File: config.mk
export PLATFORM = sky130hd
export DESIGN_NAME = svo_tmds_hdmi_enc
export DESIGN_NICKNAME = d
export VERILOG_FILES = /design/src/rtl/svo_tmds_hdmi_enc.sv
export SDC_FILE = /design/constraint.sdc
export NUM_CORES = 1
export LEC_CHECK = 0
export BUFFER_PORTS_ARGS = -buffer_cell sky130_fd_sc_hd__buf_2
export CORE_ASPECT_RATIO = 0.7
export CORE_MARGIN = 5
export CORE_UTILIZATION = 50
export DETAILED_ROUTE_END_ITERATION = 10
export PLACE_DENSITY = 0.73
export SLEW_MARGIN = 20
export SYNTH_ARGS = -nofsm -noshare
export SYNTH_HDL_FRONTEND = slang
export SYNTH_SLANG_ARGS = --single-unit
File: constraint.sdc
create_clock -name clk_pixel -period 8.1 [get_ports clk_pixel]
set_input_delay 1.62 -clock clk_pixel [delete_from_list [all_inputs] [get_ports clk_pixel]]
set_output_delay 1.62 -clock clk_pixel [all_outputs]
set_load 0.1 [all_outputs]
File: src/rtl/svo_tmds_hdmi_enc.sv
// svo_tmds_hdmi_enc: three-channel TMDS encoder with optional HDMI
// video preamble / guard band, fixed 12-cycle latency.
`timescale 1ns/1ps
module svo_tmds_hdmi_enc #(
  parameter int IN_BITS   = 8,
  parameter int HDMI_MODE = 1,
  parameter int SYNC_INV  = 0
) (
  input  logic               clk_pixel,
  input  logic               resetn,
  input  logic               de,
  input  logic               hsync,
  input  logic               vsync,
  input  logic [IN_BITS-1:0] r,
  input  logic [IN_BITS-1:0] g,
  input  logic [IN_BITS-1:0] b,
  output logic [9:0]         tmds_ch0,
  output logic [9:0]         tmds_ch1,
  output logic [9:0]         tmds_ch2,
  output logic               short_blank
);

  localparam logic [9:0] CTL0 = 10'b1101010100;
  localparam logic [9:0] CTL1 = 10'b0010101011;
  localparam logic [9:0] CTL2 = 10'b0101010100;
  localparam logic [9:0] CTL3 = 10'b1010101011;
  localparam logic [9:0] GB_02 = 10'b1011001100;
  localparam logic [9:0] GB_1 = 10'b0100110011;
  localparam int DLY = 10;
  localparam logic SINV = (SYNC_INV != 0);
  localparam logic HDMI = (HDMI_MODE != 0);

  typedef struct packed {
    logic       de;
    logic       vs;
    logic       hs;
    logic [7:0] r;
    logic [7:0] g;
    logic [7:0] b;
  } pix_t;

  typedef enum logic [1:0] {
    S_CTRL,
    S_PRE,
    S_GUARD,
    S_VIDEO
  } st_t;

  function automatic logic [3:0] ones8(
    input logic [7:0] v
  );
    logic [3:0] s;
    s = 4'd0;
    for (int i = 0; i < 8; i++)
      s = s + {3'b000, v[i]};
    return s;
  endfunction

  function automatic logic [8:0] tm(
    input logic [7:0] d
  );
    logic [8:0] q;
    logic [3:0] n;
    logic       xn;
    n = ones8(d);
    xn = (n > 4'd4) ||
         ((n == 4'd4) && !d[0]);
    q[0] = d[0];
    for (int i = 1; i < 8; i++)
      q[i] = q[i-1] ^ d[i] ^ xn;
    q[8] = ~xn;
    return q;
  endfunction

  // returns {new_cnt[4:0], word[9:0]}
  function automatic logic [14:0] dc_bal(
    input logic        [8:0] qm,
    input logic signed [4:0] cnt
  );
    logic        [3:0] n1;
    logic signed [4:0] diff;
    logic signed [4:0] nc;
    logic        [9:0] w;
    n1 = ones8(qm[7:0]);
    diff = {n1, 1'b0} - 5'd8;
    if (cnt == 5'sd0 || diff == 5'sd0) begin
      w = {~qm[8], qm[8],
           qm[8] ? qm[7:0] : ~qm[7:0]};
      nc = qm[8] ? cnt + diff : cnt - diff;
    end else if (cnt[4] == diff[4]) begin
      w = {1'b1, qm[8], ~qm[7:0]};
      nc = cnt - diff +
           (qm[8] ? 5'sd2 : 5'sd0);
    end else begin
      w = {1'b0, qm[8], qm[7:0]};
      nc = cnt + diff -
           (qm[8] ? 5'sd0 : 5'sd2);
    end
    return {nc, w};
  endfunction

  function automatic logic [9:0] ctl(
    input logic [1:0] c
  );
    logic [9:0] w;
    unique case (c)
      2'b00: w = CTL0;
      2'b01: w = CTL1;
      2'b10: w = CTL2;
      default: w = CTL3;
    endcase
    return w;
  endfunction

  logic [7:0] r8;
  logic [7:0] g8;
  logic [7:0] b8;

  if (IN_BITS == 8) begin : g_pass
    assign r8 = r;
    assign g8 = g;
    assign b8 = b;
  end else begin : g_exp
    assign r8 = {r, r[IN_BITS-1 -: 8-IN_BITS]};
    assign g8 = {g, g[IN_BITS-1 -: 8-IN_BITS]};
    assign b8 = {b, b[IN_BITS-1 -: 8-IN_BITS]};
  end

  pix_t       in_pix;
  pix_t       dly_q [DLY];
  pix_t       dly_d [DLY];
  pix_t       tap;
  logic [3:0] blank_q;
  logic [3:0] blank_d;
  logic       rise;
  logic       start;

  st_t        st_q;
  st_t        st_d;
  logic [2:0] ctr_q;
  logic [2:0] ctr_d;
  logic       sb_q;
  logic       sb_d;

  logic [8:0] qm_q [3];
  logic [8:0] qm_d [3];
  logic [1:0] syn_q;
  logic [1:0] syn_d;

  logic        [9:0] ch_q  [3];
  logic        [9:0] ch_d  [3];
  logic signed [4:0] cnt_q [3];
  logic signed [4:0] cnt_d [3];

  // Input capture, delay-line shift and blank-run count
  always_comb begin
    in_pix = {de, vsync ^ SINV,
              hsync ^ SINV, r8, g8, b8};
    dly_d[0] = in_pix;
    for (int i = 1; i < DLY; i++)
      dly_d[i] = dly_q[i-1];
    tap = dly_q[DLY-1];
    blank_d = de ? 4'd0 :
              (blank_q == 4'hF) ? 4'hF :
              blank_q + 4'd1;
    rise = de & ~dly_q[0].de;
    start = HDMI & rise &
            (blank_q >= 4'd12);
  end

  // Lookahead delay line and blank-run counter
  always_ff @(posedge clk_pixel or negedge resetn) begin
    if (!resetn) begin
      dly_q <= '{default: '0};
      blank_q <= 4'd0;
    end else begin
      dly_q <= dly_d;
      blank_q <= blank_d;
    end
  end

  // Next-state logic; state is the mode of the stage-1 word
  always_comb begin
    st_d = st_q;
    ctr_d = ctr_q;
    sb_d = HDMI & rise &
           (blank_q < 4'd12);
    unique case (st_q)
      S_PRE: begin
        ctr_d = ctr_q + 3'd1;
        if (ctr_q == 3'd7) begin
          st_d = S_GUARD;
          ctr_d = 3'd0;
        end
      end
      S_GUARD: begin
        ctr_d = ctr_q + 3'd1;
        if (ctr_q == 3'd1) begin
          st_d = tap.de ? S_VIDEO : S_CTRL;
          ctr_d = 3'd0;
        end
      end
      default: begin
        if (start) begin
          st_d = S_PRE;
          ctr_d = 3'd0;
        end else begin
          st_d = tap.de ? S_VIDEO : S_CTRL;
        end
      end
    endcase
  end

  // Line-timing FSM with registered short-blank pulse
  always_ff @(posedge clk_pixel or negedge resetn) begin
    if (!resetn) begin
      st_q <= S_CTRL;
      ctr_q <= 3'd0;
      sb_q <= 1'b0;
    end else begin
      st_q <= st_d;
      ctr_q <= ctr_d;
      sb_q <= sb_d;
    end
  end

  // Stage-1 transition minimisation
  always_comb begin
    qm_d[0] = tm(tap.b);
    qm_d[1] = tm(tap.g);
    qm_d[2] = tm(tap.r);
    syn_d = {tap.vs, tap.hs};
  end

  // Stage-1 pipeline registers
  always_ff @(posedge clk_pixel or negedge resetn) begin
    if (!resetn) begin
      qm_q <= '{default: '0};
      syn_q <= 2'b00;
    end else begin
      qm_q <= qm_d;
      syn_q <= syn_d;
    end
  end

  // Stage-2 word selection and DC balance
  always_comb begin
    for (int c = 0; c < 3; c++) begin
      ch_d[c] = CTL0;
      cnt_d[c] = 5'sd0;
    end
    unique case (st_q)
      S_VIDEO: begin
        for (int c = 0; c < 3; c++)
          {cnt_d[c], ch_d[c]} =
            dc_bal(qm_q[c], cnt_q[c]);
      end
      S_PRE: begin
        ch_d[0] = ctl(syn_q);
        ch_d[1] = CTL1;
      end
      S_GUARD: begin
        ch_d[0] = GB_02;
        ch_d[1] = GB_1;
        ch_d[2] = GB_02;
      end
      default: ch_d[0] = ctl(syn_q);
    endcase
  end

  // Stage-2 output words and running disparity
  always_ff @(posedge clk_pixel or negedge resetn) begin
    if (!resetn) begin
      ch_q <= '{default: CTL0};
      cnt_q <= '{default: '0};
    end else begin
      ch_q <= ch_d;
      cnt_q <= cnt_d;
    end
  end

  assign tmds_ch0 = ch_q[0];
  assign tmds_ch1 = ch_q[1];
  assign tmds_ch2 = ch_q[2];
  assign short_blank = sb_q;

endmodule

==> run metrics, run 1 <==
status=completed; r2r setup slk=3.57 ns; Tot GR Track Use=roughly 14%; Final period util=between 50% and 60%; via count=between 5,000 and 6,000; most area-hungry cell type in the Yosys netlist=dfrtp_1; n_diodes=0; Max Buffers Root-to-Sink=3; CTS Sinks=between 300 and 400; total setup buffers inserted after CTS=0; Setup CP Type=reg2reg; Congestion Overflow GR=0; antenna violations before repair=1; Final min period=around 4.5 ns; root buffer cell=clkbuf_16; Synth Net Count=~970; final WL=approximately 19,000 um; PostCTS Resize Cnt=0; final net count=~1,100; worst-margin pin slew=between 0.8 and 0.9 ns; WP data required=8.55 ns; synth-to-layout area growth=13.9%; DIE AREA=28,800 um^2; Avg Inst Size Synth=between 15 and 20 um^2; Slew Limit Fails=0; Ys Warns=0; die width=between 200 and 250 um; Initial DRT Pass Iterations=4; antenna viol nets, final=0; RePlAce Congestion=approximately 0.80; Syn Inst Count=around 840; Setup Skew=~0.012 ns; hold buffer count at cts=0; HPWL Detailed=between 10,000 and 15,000 um; Max H-tree Level=1; Final Hold Violating Endpoints=0; first-pass GRT wire length=about 33,000 um; Final TNS setup=0 ns; clock transition at the registers of the reported paths=approximately 0.07 ns; HP Class=reg2reg; CTS Buf Count=31; final setup violating endpoints=0; Core Region=between 20,000 and 25,000 um^2; Critical Path AT=about 5 ns; Slew headroom=between 40% and 50%; Seq/Total Area, Yosys=69.1%; drt wl/cell=14.7 um; I/O Buffers=between 50 and 60; CP endpoint kind=flip-flop; post-synthesis cell area=12,700 um^2; CTS tree=built; io pins=60; vias in the first global route=between 6,000 and 7,000; Vert. Die Dim=approximately 140 um; Startpoint Class=flip-flop; largest net degree at the start of global routing=140; Filler cells=around 1,900; RSZ-0062 raised after global routing=false; largest cells by area after synthesis=dfrtp_1 66%, ha_1 7.0%, fa_1 4.7%; vias per cell=roughly 4.7; fraction of layout cells with a size suffix above 1=15.8%; Seq cells post-synth=about 350; clk_lat worst skew=approximately 0.56 ns; Max Cap Violations=0; CP Max Fanout=8; Initial DRC Count=239; Initial Util=roughly 51%; detailed-route DRC error count=0; Rows=48; fraction of post-synthesis cell area in the top cell type by area=66.0%; Fmax achieved=between 0.2 and 0.25 GHz; Yosys cell types=39
-- flip-flops by register name (all words and copies together), names as in the netlist --
| register | count |
|---|---|
| blank_q | 4 |
| cnt_q | 12 |
| ctr_q | 3 |
| dly_d | 243 |
| dly_q | 27 |
| qm_q | 27 |
| short_blank | 1 |
| st_q | 2 |
| syn_q | 2 |
| tmds_ch0 | 10 |
| tmds_ch1 | 10 |
| tmds_ch2 | 10 |
-- stage by stage --
stage / hold WS [ns] / util [%] / std cells / setup WS [ns] / cell area, um^2
final: 0.339 / 58.4 / 1278 / 3.57 / 14500
after global routing: 0.349 / 58.4 / 1278 / 3.36 / 14500
after CTS: 0.345 / 58.2 / 1277 / 3.57 / 14500
after detailed placement: 0.335 / 54.0 / 1219 / 3.56 / 13400
after global placement: 0.331 / 54.0 / 1219 / 3.68 / 13400
after floorplan: 0.331 / - / 844 / 3.82 / 12700
-- worst paths after layout --
check                               startpoint               endpoint  depth (start not counted)
max                          qm_q[0]$_DFF_PN0_     cnt_q[4]$_DFF_PN0_                         12
min                        dly_d[97]$_DFF_PN0_    dly_d[70]$_DFF_PN0_                          0
max reg2reg                  qm_q[0]$_DFF_PN0_     cnt_q[4]$_DFF_PN0_                         12
min reg2reg                dly_d[97]$_DFF_PN0_    dly_d[70]$_DFF_PN0_                          0
max in group asynchronous               resetn  tmds_ch1[1]$_DFF_PN0_                          3
min in group asynchronous               resetn   dly_d[225]$_DFF_PN0_                          1
-- placed cells by master, fill, tap and decap left out, types with 5 or more instances in the layout --
cell type,instances
o21bai_1,7
clkinv_2,7
buf_2,58
nor2_1,35
ha_1,71
nor3b_1,5
mux2i_1,11
clkbuf_8,6
nand2_1,23
fa_1,30
a211oi_1,6
clkbuf_16,31
a21oi_1,24
nand3_1,6
nor3_1,7
inv_1,96
nand2b_1,7
or3_1,5
dfrtp_1,336
o21ai_0,27
a21o_1,8
dfstp_2,15
xnor2_1,53
xor2_1,26
-- area by class of cell --
cell class,instances,area [um^2],area share [%]
clock buffers,41,873,6.02
clock inverters,17,173,1.19
inverters,96,360,2.48
multi-input cells,386,3530,24.3
flip-flops and latches,351,8800,60.7
well taps,325,407,2.80
repair buffers,62,364,2.51
-- cells in the mapped netlist --
cell type  instances
nand2_1           23
nor4_2             3
fa_1              30
nand3b_1           1
o211ai_1           3
nor3b_1            5
or3_2              2
a31o_1             1
o21bai_1           7
mux2i_1           11
nand3_1            6
a31oi_1            2
xnor2_1           53
mux2_2             2
o22ai_1            2
nor2_1            35
o21ai_0           27
dfstp_2           15
ha_1              71
a31o_2             3
xnor3_1            1
dfrtp_1          336
xnor3_2            1
and3_1             1
inv_1             96
nor2b_1            2
nor3_1             7
a31oi_4            3
a21o_1             8
or3_1              5
buf_1              1
xor2_1            26
mux2i_4            3
a211oi_1           6
xnor2_2            3
clkbuf_1          10
nand2b_1           7
o311a_1            2
a21oi_1           24
-- critical path, cell delays in order, from the launching register on --
cell and delay (ns):
dfrtp_1 0.41, fa_1 0.55, inv_1 0.05, fa_1 0.45, fa_1 0.49, inv_1 0.04
ha_1 0.20, fa_1 0.38, xor2_1 0.29, ha_1 0.33, xnor2_1 0.58, mux2_2 0.41
a31o_2 0.24
-- cells by family after synthesis --
group | Yosys count | synth area share [%]
compound gates | 88 | 4.55
xor+xnor | 84 | 6.18
fa+ha+maj | 101 | 11.7
buf+inv | 107 | 3.15
flops | 351 | 69.1
mux | 16 | 1.57
simple gates | 97 | 3.72
-- per-layer routing --
| layer | share of wire, % | track usage (%) | wire, um |
|---|---|---|---|
| met5 | 0.069 | 0 | 13 |
| met1 | 49 | 20.9 | 9120 |
| met2 | 44 | 20.6 | 8340 |
| met3 | 4.4 | 2.91 | 823 |
| met4 | 2.5 | 3.76 | 477 |
Power of run 1 is left out: the tool's default activity adds up to more than one toggle a clock period on the data nets, which glitch-free logic cannot reach.
==> inputs of run 2 (changes only) <==
==> constraint.sdc (replaced) <==
create_clock -name clk_pixel -period 4.39 [get_ports clk_pixel]
set_input_delay 0.878 -clock clk_pixel [delete_from_list [all_inputs] [get_ports clk_pixel]]
set_output_delay 0.878 -clock clk_pixel [all_outputs]
set_load 0.1 [all_outputs]
==> run 2 against run 1 <==
Against the previous run:
- clock skew grew 0.017 ns
- via count grew 1.3%
- register-to-register slack lost 3.5 ns
- final area grew 1.4%
- utilization grew 0.80 points
- largest cell class unchanged
- worst setup slack lost 3.5 ns
==> run metrics, run 2 (same netlist as run 1, synthesis figures left out) <==
status=completed; CTS Sinks=approximately 350; Vert. Die Dim=between 100 and 150 um; Final TNS setup=0 ns; Final Hold Violating Endpoints=0; Slowest cell on crit path=fa_1; antenna violations before repair=0; Filler cells=between 1,500 and 2,000; via count=slightly above 6,000; die width=about 200 um; r2r setup slk=around 0.05 ns; vias per cell=about 4.7; synth-to-layout area growth=15.5%; Critical Path Source=qm_q[9]$_DFF_PN0_; clock transition at the registers of the reported paths=around 0.070 ns; max reg flops=243; Max Cap Violations=0; RSZ-0062 raised after global routing=true; final setup violating endpoints=0; Critical Path, Cell by Cell=fa_1, inv_1, fa_1, fa_1, inv_1, ha_1, fa_1, inv_1, fa_1, xnor2_2, nand3_1, xor2_1, mux2_2, a31o_2; RePlAce Congestion=roughly 0.85; cell depth of the worst setup path=14; DIE AREA=just under 30,000 um^2; WP data required=between 4 and 5 ns; HP Class=in2async; Tot GR Track Use=~14%; Initial DRT Pass Iterations=4; Fmax achieved=roughly 0.23 GHz; R2R Path End=cnt_q[9]$_DFF_PN0_; Startpoint Class=flip-flop; CP endpoint kind=flip-flop; most frequent cells in the layout=336 x dfrtp_1, 93 x inv_1, 68 x ha_1, 58 x buf_2, 50 x xnor2_1; first-pass GRT wire length=33,200 um; Max H-tree Level=1; antenna viol nets, final=0; hold buffer count at cts=0; Setup crit end=cnt_q[9]$_DFF_PN0_; Crit path largest cell delay=0.55 ns; total area of multi-input combinational cells=between 3000 and 4000 um^2; Initial Util=approximately half; io pins=60; clk_lat worst skew=approximately 0.57 ns; Congestion Overflow GR=0; Critical Path AT=between 4 and 5 ns; detailed-route DRC error count=0; HPWL Detailed=around 12,000 um; I/O Buffers=59; CTS tree=built; reg2reg path depth=14; root buffer cell=clkbuf_16; Setup Skew=0.0289 ns; cell mode on critical path=fa_1; Slew headroom=between 30% and 40%; final net count=around 1,100; worst-margin pin slew=between 0.9 and 1 ns; Rows=48; Core Region=around 25,000 um^2; CP Max Fanout=3; most common cell after layout, fill and taps aside=dfrtp_1; final WL=approximately 19,000 um; Setup CP Type=reg2reg; largest net degree at the start of global routing=about 110; Max Buffers Root-to-Sink=3; CP bufs+invs=3; Final period util=around 99%; fraction of layout cells with a size suffix above 1=around a fifth; total area of sequential cells=just under 9000 um^2; Slew Limit Fails=0; Initial DRC Count=257; Top delay family on crit path=adder cells; Final min period=~4.3 ns; CTS Buf Count=30; drt wl/cell=between 10 and 15 um; n_diodes=0; r2r startpoint=qm_q[9]$_DFF_PN0_; vias in the first global route=~6,500
[run 2: cell count changes in the layout (fill, tap and decap cells not counted), sizes merged]
cell    delta
buf       +23
clkinv     -1
inv        -2
[run 2: how the worst min path moves through the flow]
stage | start | to
after floorplan | dly_d[27]$_DFF_PN0_ | dly_d[0]$_DFF_PN0_
after global placement | dly_d[100]$_DFF_PN0_ | dly_d[73]$_DFF_PN0_
after detailed placement | dly_d[37]$_DFF_PN0_ | dly_d[10]$_DFF_PN0_
after CTS | dly_d[51]$_DFF_PN0_ | dly_d[24]$_DFF_PN0_
after global routing | dly_d[51]$_DFF_PN0_ | dly_d[24]$_DFF_PN0_
final | resetn | dly_d[226]$_DFF_PN0_
[run 2: metal layers]
layer	vias up	GRT usage [%]	routed length, um
met2	107	21.3	8620
li1	2891	-	-
met3	35	2.82	820
met4	0	3.66	472
met5	-	0	0
met1	3042	21.1	9430
[run 2: cell type report]
cell class / instances / area share [%]
Sequential cell: 351 / 59.9
Clock buffer: 41 / 5.59
Tap cell: 325 / 2.77
Multi-Input combinational cell: 386 / 24.7
Timing Repair Buffer: 85 / 3.57
Inverter: 96 / 2.47
Clock inverter: 14 / 1.04
[run 2: what timing repair did]
action                                  in CTS  in global routing
setup buffers                                0                 10
endpoints found under the hold margin        0                  0
pin swaps                                    1                  9
cloned                                       0                  0
endpoints found under the setup margin       2                 16
resized for setup                            2                 25
[run 2: metrics by stage]
step | utilization (%) | setup WS, ns | std cells | hold slack [ns] | area (um^2)
2_1_floorplan | - | 0.113 | 844 | 0.331 | 12700
3_3_place_gp | 54.5 | 0.0908 | 1233 | 0.331 | 13500
3_5_place_dp | 54.5 | -0.0385 | 1233 | 0.335 | 13500
4_1_cts | 58.5 | 0.00669 | 1288 | 0.322 | 14500
5_1_grt | 59.1 | -0.123 | 1298 | 0.325 | 14700
6_report | 59.1 | 0.0489 | 1298 | 0.329 | 14700
Power of run 2 is left out for the same reason.
